### config.mk
export PLATFORM = sky130hd
export DESIGN_NAME = game_ctrl
export DESIGN_NICKNAME = d
export VERILOG_FILES = /design/src/rtl/game_ctrl_pkg.sv /design/src/rtl/game_ctrl_detect.sv /design/src/rtl/game_ctrl.sv
export SDC_FILE = /design/constraint.sdc
export NUM_CORES = 1
export LEC_CHECK = 0
export ABC_AREA = 1
export CAP_MARGIN = 25
export CORE_MARGIN = 2
export CORE_UTILIZATION = 45
export DETAILED_ROUTE_END_ITERATION = 7
export HOLD_SLACK_MARGIN = 0.06
export PLACE_DENSITY = 0.72
export SLEW_MARGIN = 20
export SYNTH_ARGS = -nofsm -noshare
export SYNTH_HDL_FRONTEND = slang
export SYNTH_SLANG_ARGS = --single-unit
### constraint.sdc
create_clock -name i_Clk -period 1.38 [get_ports i_Clk]
set_input_delay 0.207 -clock i_Clk [delete_from_list [all_inputs] [get_ports i_Clk]]
set_output_delay 0.207 -clock i_Clk [all_outputs]
set_load 0.02 [all_outputs]
### src/rtl/game_ctrl_pkg.sv
// Purpose : shared Pong definitions (VGA frame-tick positions, FSM codes, default timing).
// Latency : n/a (constants, types and a helper function only).
// Backpr. : n/a.
// The score/overlay renderer imports this package to decode o_State identically.
package game_ctrl_pkg;

   // 640x480 timing positions used by the game sequencer
   localparam logic [9:0] H_VISIBLE_AREA = 10'd640;
   localparam logic [9:0] H_MAX          = 10'd799;
   localparam logic [9:0] V_PULSE_HEAD   = 10'd490;
   localparam logic [9:0] V_PULSE_TAIL   = 10'd491;

   // Default game timing
   localparam int DEF_SERVE_FRAMES = 60;
   localparam int DEF_POINT_FRAMES = 90;
   localparam int DEF_WIN_SCORE    = 9;
   localparam int DEF_HIT_HOLDOFF  = 8;

   // Frame counter width; covers either pause length up to 255 frames
   localparam int FCNT_W = 8;

   typedef enum logic [2:0] {
      ST_IDLE     = 3'd0,
      ST_SERVE    = 3'd1,
      ST_PLAY     = 3'd2,
      ST_POINT    = 3'd3,
      ST_GAMEOVER = 3'd4
   } state_t;

   // Sticky per-frame events gathered from the pixel stream
   typedef struct packed {
      logic coll;
      logic miss_l;
      logic miss_r;
   } flags_t;

   function automatic logic [3:0] sat_inc(input logic [3:0] v);
      return (v == 4'hF) ? v : v + 4'd1;
   endfunction

endpackage

### src/rtl/game_ctrl_detect.sv
// Purpose : sticky collision / miss flags per frame, plus post-hit collision holdoff.
// Latency : a pixel event is visible on o_Flags the cycle after it occurs; flags clear on the frame tick.
// Backpr. : none; the pixel stream is free-running.
// Ports   : i_Clk, i_Rst_L (async low); i_Frame tick, i_Play (FSM in PLAY), i_Hit_Load
//           (load holdoff); i_HSync_Pos, i_Ball_Video, i_Paddle_Video; o_Flags (coll/miss_l/miss_r).
module game_ctrl_detect
   import game_ctrl_pkg::*;
#(
   parameter int p_HIT_HOLDOFF = DEF_HIT_HOLDOFF
) (
   input  logic       i_Clk,
   input  logic       i_Rst_L,
   input  logic       i_Frame,
   input  logic       i_Play,
   input  logic       i_Hit_Load,
   input  logic [9:0] i_HSync_Pos,
   input  logic       i_Ball_Video,
   input  logic       i_Paddle_Video,
   output flags_t     o_Flags
);

   localparam int HW = (p_HIT_HOLDOFF < 1) ? 1 : $clog2(p_HIT_HOLDOFF + 1);

   flags_t        r_Flags;
   logic [HW-1:0] r_Holdoff;
   logic          w_Coll;
   logic          w_Miss_L;
   logic          w_Miss_R;

   // Collisions are masked for the whole holdoff window so one paddle contact
   // spanning several frames produces a single hit.
   assign w_Coll   = i_Ball_Video & i_Paddle_Video & (r_Holdoff == '0);
   assign w_Miss_L = i_Ball_Video & (i_HSync_Pos == 10'd0);
   assign w_Miss_R = i_Ball_Video & (i_HSync_Pos == H_VISIBLE_AREA - 10'd1);

   always_ff @(posedge i_Clk or negedge i_Rst_L) begin
      if (!i_Rst_L) begin
         r_Flags   <= '0;
         r_Holdoff <= '0;
      end else if (!i_Play) begin
         // Nothing accumulates outside PLAY, and leaving PLAY drops any holdoff
         r_Flags   <= '0;
         r_Holdoff <= '0;
      end else if (i_Frame) begin
         r_Flags <= '0;
         if (i_Hit_Load)
            r_Holdoff <= HW'(p_HIT_HOLDOFF);
         else if (r_Holdoff != '0)
            r_Holdoff <= r_Holdoff - HW'(1);
      end else begin
         r_Flags.coll   <= r_Flags.coll   | w_Coll;
         r_Flags.miss_l <= r_Flags.miss_l | w_Miss_L;
         r_Flags.miss_r <= r_Flags.miss_r | w_Miss_R;
      end
   end

   assign o_Flags = r_Flags;

endmodule

### src/rtl/game_ctrl.sv
// Purpose : Pong sequencer: serve/point pauses, frame-aligned hit requests, scores, game over.
// Latency : all outputs registered; they change only on the cycle after the frame tick.
// Backpr. : none; i_Start edges are latched and consumed at the next frame tick.
// Ports   : i_Clk, i_Rst_L (async low); i_HSync_Pos/i_VSync_Pos pixel position; i_Ball_Video,
//           i_Paddle_Video; i_Start button level; o_Hit, o_Ball_Hold, o_Serve_Dir, o_Score_L/R,
//           o_State, o_Game_Over.
// Config  : GAME_CTRL_AUTOSERVE_EN defined -> SERVE ends after the countdown alone;
//           undefined -> SERVE also waits for an i_Start edge after the countdown.
module game_ctrl
   import game_ctrl_pkg::*;
#(
   parameter int p_SERVE_FRAMES = DEF_SERVE_FRAMES,
   parameter int p_POINT_FRAMES = DEF_POINT_FRAMES,
   parameter int p_WIN_SCORE    = DEF_WIN_SCORE,
   parameter int p_HIT_HOLDOFF  = DEF_HIT_HOLDOFF
) (
   input  logic       i_Clk,
   input  logic       i_Rst_L,
   input  logic [9:0] i_HSync_Pos,
   input  logic [9:0] i_VSync_Pos,
   input  logic       i_Ball_Video,
   input  logic       i_Paddle_Video,
   input  logic       i_Start,
   output logic       o_Hit,
   output logic       o_Ball_Hold,
   output logic       o_Serve_Dir,
   output logic [3:0] o_Score_L,
   output logic [3:0] o_Score_R,
   output logic [2:0] o_State,
   output logic       o_Game_Over
);

   state_t            r_State, w_State_Nxt;
   logic [FCNT_W-1:0] r_Fcnt, w_Fcnt_Nxt;
   logic [3:0]        r_Score_L, r_Score_R, w_Score_L_Nxt, w_Score_R_Nxt;
   logic [3:0]        w_Inc_L, w_Inc_R;
   logic              r_Serve_Dir, w_Serve_Dir_Nxt;
   logic              r_Hit, w_Hit_Nxt;
   logic              r_Hold, r_Game_Over;
   logic              r_Start_Q, r_Start_Seen;
   logic              w_Frame, w_Play, w_Start_Rise, w_Hit_Load;
   flags_t            w_Flags;

   // Same instant the ball block applies its horizontal step
   assign w_Frame      = (i_VSync_Pos == V_PULSE_TAIL) && (i_HSync_Pos == H_MAX);
   assign w_Play       = (r_State == ST_PLAY);
   assign w_Start_Rise = i_Start & ~r_Start_Q;
   assign w_Inc_L      = sat_inc(r_Score_L);
   assign w_Inc_R      = sat_inc(r_Score_R);
   assign w_Hit_Load   = w_Frame & w_Hit_Nxt;

   game_ctrl_detect #(.p_HIT_HOLDOFF(p_HIT_HOLDOFF)) u_detect (
      .i_Clk          (i_Clk),
      .i_Rst_L        (i_Rst_L),
      .i_Frame        (w_Frame),
      .i_Play         (w_Play),
      .i_Hit_Load     (w_Hit_Load),
      .i_HSync_Pos    (i_HSync_Pos),
      .i_Ball_Video   (i_Ball_Video),
      .i_Paddle_Video (i_Paddle_Video),
      .o_Flags        (w_Flags)
   );

   // Next-state values assume a frame tick; the register block applies them only on w_Frame.
   always_comb begin
      w_State_Nxt     = r_State;
      w_Fcnt_Nxt      = r_Fcnt;
      w_Score_L_Nxt   = r_Score_L;
      w_Score_R_Nxt   = r_Score_R;
      w_Serve_Dir_Nxt = r_Serve_Dir;
      w_Hit_Nxt       = 1'b0;
      case (r_State)
         ST_IDLE: begin
            if (r_Start_Seen) begin
               w_State_Nxt   = ST_SERVE;
               w_Score_L_Nxt = 4'd0;
               w_Score_R_Nxt = 4'd0;
               w_Fcnt_Nxt    = '0;
            end
         end
         ST_SERVE: begin
`ifdef GAME_CTRL_AUTOSERVE_EN
            if (r_Fcnt == FCNT_W'(p_SERVE_FRAMES - 1)) begin
               w_State_Nxt = ST_PLAY;
               w_Fcnt_Nxt  = '0;
            end else begin
               w_Fcnt_Nxt = r_Fcnt + FCNT_W'(1);
            end
`else
            // Counter parks at p_SERVE_FRAMES once expired; only an edge latched
            // in a later frame releases the ball.
            if (r_Fcnt == FCNT_W'(p_SERVE_FRAMES)) begin
               if (r_Start_Seen) begin
                  w_State_Nxt = ST_PLAY;
                  w_Fcnt_Nxt  = '0;
               end
            end else begin
               w_Fcnt_Nxt = r_Fcnt + FCNT_W'(1);
            end
`endif
         end
         ST_PLAY: begin
            w_Fcnt_Nxt = '0;
            // Left miss outranks right miss, and any miss suppresses the hit
            if (w_Flags.miss_l) begin
               w_Score_R_Nxt   = w_Inc_R;
               w_Serve_Dir_Nxt = 1'b0;
               w_State_Nxt     = (w_Inc_R == 4'(p_WIN_SCORE)) ? ST_GAMEOVER : ST_POINT;
            end else if (w_Flags.miss_r) begin
               w_Score_L_Nxt   = w_Inc_L;
               w_Serve_Dir_Nxt = 1'b1;
               w_State_Nxt     = (w_Inc_L == 4'(p_WIN_SCORE)) ? ST_GAMEOVER : ST_POINT;
            end else if (w_Flags.coll) begin
               w_Hit_Nxt = 1'b1;
            end
         end
         ST_POINT: begin
            if (r_Fcnt == FCNT_W'(p_POINT_FRAMES - 1)) begin
               w_State_Nxt = ST_SERVE;
               w_Fcnt_Nxt  = '0;
            end else begin
               w_Fcnt_Nxt = r_Fcnt + FCNT_W'(1);
            end
         end
         ST_GAMEOVER: begin
            if (r_Start_Seen)
               w_State_Nxt = ST_IDLE;
         end
         default: begin
            w_State_Nxt = ST_IDLE;
            w_Fcnt_Nxt  = '0;
         end
      endcase
   end

   always_ff @(posedge i_Clk or negedge i_Rst_L) begin
      if (!i_Rst_L) begin
         r_State      <= ST_IDLE;
         r_Fcnt       <= '0;
         r_Score_L    <= 4'd0;
         r_Score_R    <= 4'd0;
         r_Serve_Dir  <= 1'b1;
         r_Hit        <= 1'b0;
         r_Hold       <= 1'b1;
         r_Game_Over  <= 1'b0;
         r_Start_Q    <= 1'b0;
         r_Start_Seen <= 1'b0;
      end else begin
         r_Start_Q <= i_Start;
         if (w_Frame) begin
            r_State      <= w_State_Nxt;
            r_Fcnt       <= w_Fcnt_Nxt;
            r_Score_L    <= w_Score_L_Nxt;
            r_Score_R    <= w_Score_R_Nxt;
            r_Serve_Dir  <= w_Serve_Dir_Nxt;
            r_Hit        <= w_Hit_Nxt;
            r_Hold       <= (w_State_Nxt != ST_PLAY);
            r_Game_Over  <= (w_State_Nxt == ST_GAMEOVER);
            r_Start_Seen <= 1'b0;
         end else if (w_Start_Rise) begin
            r_Start_Seen <= 1'b1;
         end
      end
   end

   assign o_Hit       = r_Hit;
   assign o_Ball_Hold = r_Hold;
   assign o_Serve_Dir = r_Serve_Dir;
   assign o_Score_L   = r_Score_L;
   assign o_Score_R   = r_Score_R;
   assign o_State     = r_State;
   assign o_Game_Over = r_Game_Over;

endmodule

Word-level counts from Yosys, hierarchy flattened --
Cells that the tools add are included.
Word-level totals: bits in registers 32, bits in latches 0, bits in writable memories 0, ROM bits 0, bits of input ports 25, output and inout bits 15, logic and storage cells 99, memories kept 0
Operators by class: add/subtract/negate cells 4, multiply operators 0, div/mod/pow operators 0, order comparisons 0, equal/unequal tests 21, shift-type cells 0, multiplexer cells 36, bitwise gates (word level) 11, reduce and logical (&&, ||, !) cells 13
Operators by type and width (count):
- 4-bit two-way mux | 10
- 3-bit two-way mux | 11
- 8-bit case mux with 4 select lines | 1
- 8-bit two-way mux | 3
- 10-bit == test (second input constant) | 2
- 4-bit == test (second input constant) | 4
- 4-bit case mux with 2 select lines | 2
- 3-bit case mux with 5 select lines | 1
- 10-bit by 9-bit == test with 1-bit output (second input constant) | 1
- 10-bit logical NOT | 1
- 2-bit != test (second input constant) | 5
- 4-bit by 1-bit adder with 4-bit output (second input constant) | 2
- 8-bit by 1-bit adder with 8-bit output (second input constant) | 1
- 8-bit by 6-bit == test with 1-bit output (second input constant) | 1
- 8-bit by 7-bit == test with 1-bit output (second input constant) | 1
- 1-bit two-way mux | 8
- 1-bit AND | 6
- 3-bit by 2-bit == test with 1-bit output (second input constant) | 2
- 3-bit == test (second input constant) | 2
- 2-bit nonzero test | 3
- 5-bit AND reduction | 1
- 4-bit logical NOT | 1
- 2-bit AND reduction | 2
- 4-bit AND reduction | 1
- 10 further kinds | 13

Logic depth before layout (Yosys ltp) --
Gate-level depths: netlist (run 1).
depth in word-level cells 8, depth in mapped cells 12, mapped depth without buffers 12

By module --
From an unflattened synthesis (run 1), not the netlist that was laid out.
Unflattened totals: cells, all modules 343, area total of the unflattened synthesis 2321.0 um2
Modules (own cells, without submodules):
- game_ctrl | instances 1, cells an instance 284, area each 1874.3 um2, seq. area each 628.1 um2
- game_ctrl_detect | instances 1, cells an instance 59, area each 446.7 um2, seq. area each 175.2 um2

Least setup slack after synthesis (run 1) --
OpenSTA, ideal clock, no wires.
path type flip-flop to flip-flop, from register r_Score_L[0], in the netlist o_Score_L[0], to register r_State[1], in the netlist o_State[1], library setup time 0.127 ns, arrival 1.384 ns, required time 1.253 ns, setup slack -0.131 ns, cell stages (with the launch flop) 10, buffers on the path 0, period minus slack after synthesis 1.511 ns, cells stage by stage dfrtp_1 ha_1 nand3_1 nand3_1 nor2_1 nand2_1 nand3_1 nand2_1 nand2_1 o21ai_0
On the way: cells in the longest elaborated chain, start to end 7, elaborated cells between the ends (all ways) 8, classes of those cells 1 x add/sub; 2 x eq/ne; 5 x mux
Ends and longest elaborated chain:
- from (decl) | RTL line game_ctrl.sv:35 | logic [3:0] r_Score_L, r_Score_R, w_Score_L_Nxt, w_Score_R_Nxt;
- from (signal assigned) | RTL line game_ctrl.sv:153 | r_Score_L <= w_Score_L_Nxt;
- 4-bit by 1-bit adder with 4-bit output / 4-bit == test (equally long branches) | RTL line game_ctrl_pkg.sv:38 | return (v == 4'hF) ? v : v + 4'd1;
- 4-bit two-way mux * | RTL line game_ctrl_pkg.sv:38
- 4-bit == test * | RTL line game_ctrl.sv:112 | w_State_Nxt = (w_Inc_L == 4'(p_WIN_SCORE)) ? ST_GAMEOVER : ST_POINT;
- 3-bit two-way mux * | RTL line game_ctrl.sv:112
- 3-bit two-way mux * | RTL line game_ctrl.sv:109 | end else if (w_Flags.miss_r) begin
- 3-bit two-way mux * | RTL line game_ctrl.sv:105 | if (w_Flags.miss_l) begin
- 3-bit case mux with 5 select lines * | RTL line game_ctrl.sv:72 | case (r_State)
- to (signal assigned) | RTL line game_ctrl.sv:151 | r_State <= w_State_Nxt;
- to (decl) | RTL line game_ctrl.sv:33 | state_t r_State, w_State_Nxt;
Mark *: on every way between the ends. The rest lies on a longest branch, timed or not. A chain may end at the register's enable or synchronous reset.

Worst setup path after layout (run 1) --
from register r_Fcnt[1], to register r_Fcnt[0]
On the way: cells in the longest elaborated chain, start to end 3, elaborated cells between the ends (all ways) 5, classes of those cells 2 x eq/ne; 3 x mux
Ends and longest elaborated chain:
- from (decl) | RTL line game_ctrl.sv:34 | logic [FCNT_W-1:0] r_Fcnt, w_Fcnt_Nxt;
- from (signal assigned) | RTL line game_ctrl.sv:152 | r_Fcnt <= w_Fcnt_Nxt;
- 8-bit by 7-bit == test with 1-bit output / 8-bit by 6-bit == test with 1-bit output (equally long branches) | RTL line game_ctrl.sv:118, game_ctrl.sv:92
- 8-bit two-way mux, on equally long branches | RTL line game_ctrl.sv:118, game_ctrl.sv:92
- 8-bit case mux with 4 select lines * | RTL line game_ctrl.sv:72
Marked as above.

==> flow_summary_export.csv, run 1 <==
group,metric,value,unit
power_and_ir_drop,power_switching,0.000452,W
placed_design,place_hpwl,5.28,mm
critical_path,crit_fanout,7,
critical_path,cp.required,1.56,ns
routing,wl_per_cell,14.8,um
yosys,synth_seq_cells,32,
critical_path,crit_path_start_kind,"register",
timing,fin_skew,0.00913,ns
yosys,synth_mux_area_share,0,%
yosys,ys.flop_type,"dfrtp_1",
timing,tightest_slew,0.345,ns
timing,setup_viol_count_final,18,
die,die_h,76.7,um
power_and_ir_drop,p_leak,1.95,nW
timing,max_freq,0.616,GHz
critical_path,endpoint_kind,"register",
timing,period_needed,1.62,ns
routing,drt-initial-drc-count,147,
power_and_ir_drop,p_int,0.00155,W
yosys,synth_compound_area_share,8.58,%
clock_tree,clockBufferDepth,2,
yosys,syn_inst,344,
final_layout,areaGrowthSynthToFinish,69.8,%
routing,vias_per_cell,5.30,
yosys,synth-xor-area-share,2.58,%
yosys,async_reset_ff_share,100,%
power_and_ir_drop,combinationalPowerShare,7.3,%
yosys,syn-cell-area,2380,um2
timing,rsz0062_at_grt,"true",
timing,slew_violations,0,
power_and_ir_drop,pwr_density_cell,497,nW/um2
final_layout,finalNetCount,510,
status,status,"complete, but fails checks",
clock_tree,path_clk_slew,0.07,ns
global_routing,grt_pass1_wl,12.7,mm
yosys,synth_edf_count,0,
placed_design,gp_congestion,0.924,
routing,num_vias,2901,
yosys,avgSynthCellArea,6.91,um2
final_layout,drive_gt1_share,44.7,%
die,io_pins,40,
final_layout,fillCellCount,359,
yosys,ys_seq_area_share,33.8,%
clock_tree,cts_buffers,5,
final_layout,final_common_cell,"nand2_1",
die,dieArea,5880,um2
global_routing,overflow,0,
timing,min_period_over_period,118,%
final_layout,most-common-layout-cells,"nand2_1 (86), buf_4 (78), inv_1 (27)",
yosys,syn_nets,378,
placed_design,port_buffers,39,
final_layout,antennaDiodeCount,0,
global_routing,grt_use_total,26.3,%
status,violations,"setup timing",
yosys,ys_types,33,
power_and_ir_drop,p_total,0.00200,W
routing,dr.pass1.iters,5,
power_and_ir_drop,switching_share,22.6,%
clock_tree,clockRootBuffer,"clkbuf_8",
clock_tree,cts_sinks,32,
timing,hold_violations,0,
routing,drtAntennaViolNets,0,
timing,hold_ws,0.274,ns
power_and_ir_drop,seq_power_share,46.9,%
critical_path,cp.arrival,1.80,ns
die,row_count,26,
min_path,hp-class,"in -> async",
routing,drc_errors,0,
die,placeableCoreArea,5110,um2
power_and_ir_drop,ir_worst_vdd,0.398,mV
die,start_util,46.5,%
job,drv_cap,0,
clock_tree,clock_latency,0.30,ns
global_routing,grt_pass1_vias,2903,
die,die_w,76.7,um
yosys,yosys_warnings,0,
clock_tree,postCtsHoldBufs,0,
global_routing,grt_max_degree,33,
global_routing,antenna_found_initial,0,
timing,layout_setup_ws,-0.244,ns
yosys,synthAdderAreaFrac,4.74,%
yosys,synth-simple-area-share,41.4,%
final_layout,multi_input_area,1760,um2
timing,max-slew-margin-rel,77.0,%
clock_tree,h-tree-depth,2,
clock_tree,cts_tree,"built",
routing,wl,8.12,mm
critical_path,critical_path_class,"reg -> reg",
final_layout,regArea,813,um2
power_and_ir_drop,clkPwrFrac,45.9,%
yosys,synth_top_family_by_area,"simple AND/OR/NAND/NOR gates",
critical path: stages, from the launching register on:
cell and delay, ns:
dfrtp_1 0.39, inv_2 0.09, ha_4 0.14, nor3b_4 0.31, nand2_4 0.13, o211ai_1 0.22
nand3_1 0.11, nand2_1 0.08, o21ai_1 0.06
synthesized netlist by cell type (all sizes together) (2+ instances only):
cell | instances | area share, %
o21ai | 21 | 4.7
xnor2 | 2 | 0.74
xor2 | 5 | 1.8
a21oi | 12 | 2.5
dfrtp | 30 | 32
o211ai | 3 | 0.95
dfstp | 2 | 2.2
nor3 | 10 | 3.1
nand3 | 44 | 9.7
nor2 | 32 | 6.1
nor4 | 2 | 0.79
ha | 9 | 4.7
inv | 44 | 7.0
nand2 | 104 | 17
buf | 4 | 1.6
nand4 | 13 | 3.4
power groups by stage:
stage	sequential, W	clock [W]	combinational, W
3_5_place_dp	0.000957	0	0.000154
4_1_cts	0.000939	0.000919	0.000143
2_1_floorplan	0.000957	0	0.0000250
3_3_place_gp	0.000957	0	0.000151
6_report	0.000939	0.000919	0.000146
5_1_grt	0.000939	0.000959	0.000159
per-layer routing:
metal | vias up | track usage, % | routed length [um]
met5 | - | 0 | 0
met4 | 0 | 10.2 | 190
met3 | 18 | 4.82 | 269
met2 | 76 | 49.9 | 4500
met1 | 1413 | 28.7 | 3160
li1 | 1394 | - | -
state kept, by name (all words and copies together), names as in the netlist:
name                count
r_Fcnt                  8
o_Score_L               4
o_Score_R               4
u_detect.r_Holdoff      4
o_State                 3
u_detect.o_Flags        3
o_Ball_Hold             1
o_Game_Over             1
o_Hit                   1
o_Serve_Dir             1
r_Start_Q               1
r_Start_Seen            1
final cells by class:
type	count	share of cell area [%]
Clock buffer	6	1.80
Clock inverter	2	0.868
Inverter	45	4.31
Multi-Input combinational cell	262	43.5
Sequential cell	32	20.2
Tap cell	70	2.17
Timing Repair Buffer	130	27.2
metrics by stage:
stage,worst slack (ns),cells,cell area (um2),setup TNS [ns],util [%]
3_5_place_dp,-0.489,516,3380,-13.09,66.2
4_1_cts,-0.179,534,3720,-1.33,72.9
6_report,-0.244,547,4040,-2.16,79.0
3_3_place_gp,-0.421,516,3380,-11.39,66.2
2_1_floorplan,-0.0728,344,2420,-0.694,-
5_1_grt,-0.351,547,4040,-4.16,79.0
worst paths after layout:
| path | startpoint | end | slack (ns) | cells after the start |
|---|---|---|---|---|
| hold / removal | i_Rst_L | r_Fcnt[2] | 0.27 | 2 |
| min in group i_Clk | i_HSync_Pos[7] | u_detect.o_Flags[0] | 0.34 | 4 |
| setup / recovery | r_Fcnt[1] | r_Fcnt[0] | -0.24 | 8 |
| max in group asynchronous | i_Rst_L | o_Serve_Dir | 0.84 | 2 |
| setup reg to reg | r_Fcnt[1] | r_Fcnt[0] | -0.24 | 8 |
| hold reg to reg | o_Hit | o_Hit | 0.48 | 2 |
repair_timing:
action,in CTS,in global routing
buffers inserted,10,12
pin swaps,39,48
setup endpoints to repair,45,32
hold endpoints to repair,0,0
resized for setup,100,73
cloned,0,1
kinds of logic (layout without fill, tap and decap cells):
group	after synthesis	count (layout)
buffers and inverters	50	183
flip-flops	32	32
XOR/XNOR	7	7
AND/OR/NAND/NOR	209	209
adder cells (fa/ha/maj)	9	9
AO/OA/AOI/OAI	37	37
No activity file was read; power rests on OpenSTA's default activity.
==> inputs of run 2 (changes only) <==
--- a/config.mk
+++ b/config.mk
@@ -8,11 +8,12 @@
 export ABC_AREA = 1
 export CAP_MARGIN = 25
 export CORE_MARGIN = 2
-export CORE_UTILIZATION = 45
+export CORE_UTILIZATION = 48
 export DETAILED_ROUTE_END_ITERATION = 7
 export HOLD_SLACK_MARGIN = 0.06
-export PLACE_DENSITY = 0.72
+export PLACE_DENSITY = 0.76
 export SLEW_MARGIN = 20
 export SYNTH_ARGS = -nofsm -noshare
 export SYNTH_HDL_FRONTEND = slang
+export SYNTH_HIERARCHICAL = 1
 export SYNTH_SLANG_ARGS = --single-unit
==> run 2 against run 1 <==
Combinational power up 25%. Highest routed layer unchanged. Via count down 4.7%. Sequential power about the same. Global-route usage about the same. Synthesized cell count down 0.29%. Routed wire length down 11%. Utilization up 2.1 points. Maximum frequency up 2.8%. Clock-buffer cell count down 1. The flow still finishes with violations (setup timing).
==> flow_summary_export.csv, run 2 <==
group,metric,value,unit
critical_path,cp.required,1.59,ns
timing,hold_violations,0,
clock_tree,h-tree-depth,2,
global_routing,grt_pass1_wl,11.0,mm
die,start_util,49.5,%
yosys,yosys.area.top_type,"dfrtp_1",
routing,drc_errors,0,
critical_path,crit_path_start_kind,"register",
yosys,ys_top_cells_by_area,"dfrtp_1 (32%), nand2_1 (17%), inv_1 (7.1%)",
placed_design,gp_congestion,0.907,
job,drv_cap,0,
final_layout,drive_gt1_share,44.0,%
timing,fin_setup_tns,-2.62,ns
timing,layout_setup_ws,-0.200,ns
yosys,ys_seq_area_share,34.6,%
power_and_ir_drop,pwr_density_cell,532,nW/um2
yosys,ys.flop_type,"dfrtp_1",
placed_design,placedCellCount,492,
timing,setup_viol_count_final,27,
yosys,synth_compound_area_share,8.68,%
routing,vias_per_cell,5.28,
final_layout,most-common-layout-cells,"nand2_1 (82), buf_4 (76), inv_1 (28)",
critical_path,critical_path_class,"reg -> reg",
timing,tightest_slew,0.353,ns
routing,wl,7.20,mm
yosys,synth.most_common_cell,"nand2_1",
timing,rsz0062_at_grt,"true",
routing,drtAntennaViolNets,0,
power_and_ir_drop,p_leak,1.79,nW
final_layout,antennaDiodeCount,0,
placed_design,place_hpwl,4.91,mm
final_layout,largest_reg_flops,8,
global_routing,grt_max_degree,20,
die,die_h,73.5,um
critical_path,cpMaxStageDelayCell,"dfrtp_1",
yosys,syn_nets,377,
critical_path,cp.arrival,1.80,ns
yosys,syn-cell-area,2320,um2
timing,min_period_over_period,115,%
status,status,"complete, but fails checks",
status,violations,"setup timing",
timing,max-slew-margin-rel,76.2,%
clock_tree,path_clk_slew,0.07,ns
yosys,synth-xor-area-share,1.89,%
final_layout,finalNetCount,503,
final_layout,final_cells,524,
yosys,synth_top_family_by_area,"simple AND/OR/NAND/NOR gates",
min_path,hp-class,"in -> async",
yosys,yosys_warnings,6,
global_routing,antenna_found_initial,0,
routing,dr.pass1.iters,4,
routing,wl_per_cell,13.7,um
critical_path,max_stage_delay,0.40,ns
clock_tree,clockRootBuffer,"clkbuf_8",
critical_path,timing.rr.start,"r_Fcnt[1]",
timing,max_freq,0.633,GHz
critical_path,crit_fanout,4,
die,io_pins,40,
routing,num_vias,2765,
critical_path,endpoint_kind,"register",
die,row_count,25,
timing,slew_violations,0,
yosys,synth-simple-area-share,42.0,%
yosys,synth_mux_area_share,0,%
die,dieArea,5410,um2
timing,fin_skew,0.00514,ns
yosys,ys_types,31,
yosys,synth_edf_count,0,
final_layout,final_common_cell,"nand2_1",
yosys,synthTopCellsByCount,"nand2_1 (106), inv_1 (44), nor2_1 (33), nand3_1 (31), dfrtp_1 (30)",
final_layout,top_register,"r_Fcnt",
clock_tree,clock_latency,0.29,ns
critical_path,crit_chain,"inv_2 > ha_4 > nor3b_4 > nand2_2 > o21ai_1 > nand2_1 > nand3_2 > nor2_1 > a21oi_1",
clock_tree,cts_buffers,5,
yosys,synth_top_area_share,32.3,%
final_layout,areaGrowthSynthToFinish,64.0,%
global_routing,grt_use_total,26.3,%
yosys,syn_inst,343,
yosys,synthAdderAreaFrac,4.85,%
clock_tree,clockBufferDepth,2,
power_and_ir_drop,ir_worst_vdd,0.511,mV
critical_path,r2r-end,"r_Fcnt[0]",
yosys,avgSynthCellArea,6.77,um2
critical_path,r2r_slack,-0.20,ns
routing,drt-initial-drc-count,180,
placed_design,port_buffers,39,
yosys,async_reset_ff_share,100,%
global_routing,grt_pass1_vias,2615,
timing,period_needed,1.58,ns
clock_tree,cts_tree,"built",
die,placeableCoreArea,4690,um2
die,die_w,73.5,um
clock_tree,cts_sinks,32,
yosys,synth_seq_cells,32,
global_routing,overflow,0,
critical_path,worst-r2r-cell-count,9,
-- run 2: cell types whose count changed after synthesis, sizes merged, moves of 3 or more --
cell | previous run | this run
nand3 | 44 | 33
nor2 | 32 | 40
nand2 | 104 | 110
o21ai | 21 | 26
inv | 44 | 48
a21oi | 12 | 9
buf | 4 | 1
-- run 2: cell families after synthesis --
logic type,count (synthesis)
DFF,32
buffers and inverters,49
adders and majority gates,9
and+or+nand+nor,210
xor gates and xnor gates,5
AOI/OAI and AO/OA,38
-- run 2: critical path: cells and delay by family, from the launching register on --
kind	cells	cell delay [ns]
AOI/OAI and AO/OA	2	0.27
buffers and inverters	1	0.11
adders and majority gates	1	0.14
and+or+nand+nor	5	0.57
DFF	1	0.40
-- run 2: through the flow --
stage | hold WS [ns] | utilization, % | setup WS (ns) | power (W) | instance area [um2]
floorplan | -0.0886 | - | -0.108 | 0.000993 | 2410
global placement | 0.475 | 70.1 | -0.606 | 0.00113 | 3290
detailed placement | 0.483 | 70.1 | -0.731 | 0.00114 | 3290
CTS | 0.286 | 77.3 | -0.172 | 0.00204 | 3620
global route | 0.302 | 81.1 | -0.323 | 0.00209 | 3810
finish | 0.282 | 81.1 | -0.200 | 0.00203 | 3810
-- run 2: what timing repair did --
item,in CTS,in global routing
hold buffers,0,0
setup buffers,12,12
gates resized for setup,98,62
pin swaps,22,28
endpoints found under the setup margin,46,38
-- run 2: area by class of cell --
class                   count  area, um2
flip-flops and latches     32        815
repair buffers            120        967
multi-input cells         262       1640
well taps                  54       67.6
clock inverters             3       42.5
fillers                   298        885
clock buffers               5       68.8
inverters                  48        208
-- run 2: worst max-delay path by stage --
stage / cells after the start / slack, ns / from / end
2_1_floorplan: 13 / -0.11 / i_VSync_Pos[4] / u_detect/r_Holdoff[3]
3_3_place_gp: 14 / -0.61 / i_VSync_Pos[4] / u_detect/r_Holdoff[3]
3_5_place_dp: 14 / -0.73 / i_VSync_Pos[4] / u_detect/r_Holdoff[3]
4_1_cts: 9 / -0.17 / r_Fcnt[1] / r_Fcnt[0]
5_1_grt: 9 / -0.32 / r_Fcnt[1] / r_Fcnt[0]
6_report: 9 / -0.20 / r_Fcnt[1] / r_Fcnt[0]
-- run 2: routing by layer --
layer	share of wire, %	track usage (%)
met2	53	48.5
met3	4.1	4.12
met5	0	0
met1	41	29.1
met4	2.8	12.5
-- run 2: power by group --
group          total (W)  internal [W]  switching, W  leakage, nW
sequential      0.000940      0.000939   0.000000455        0.381
clock           0.000905      0.000534      0.000371       0.0541
combinational   0.000182     0.0000930     0.0000886         1.36
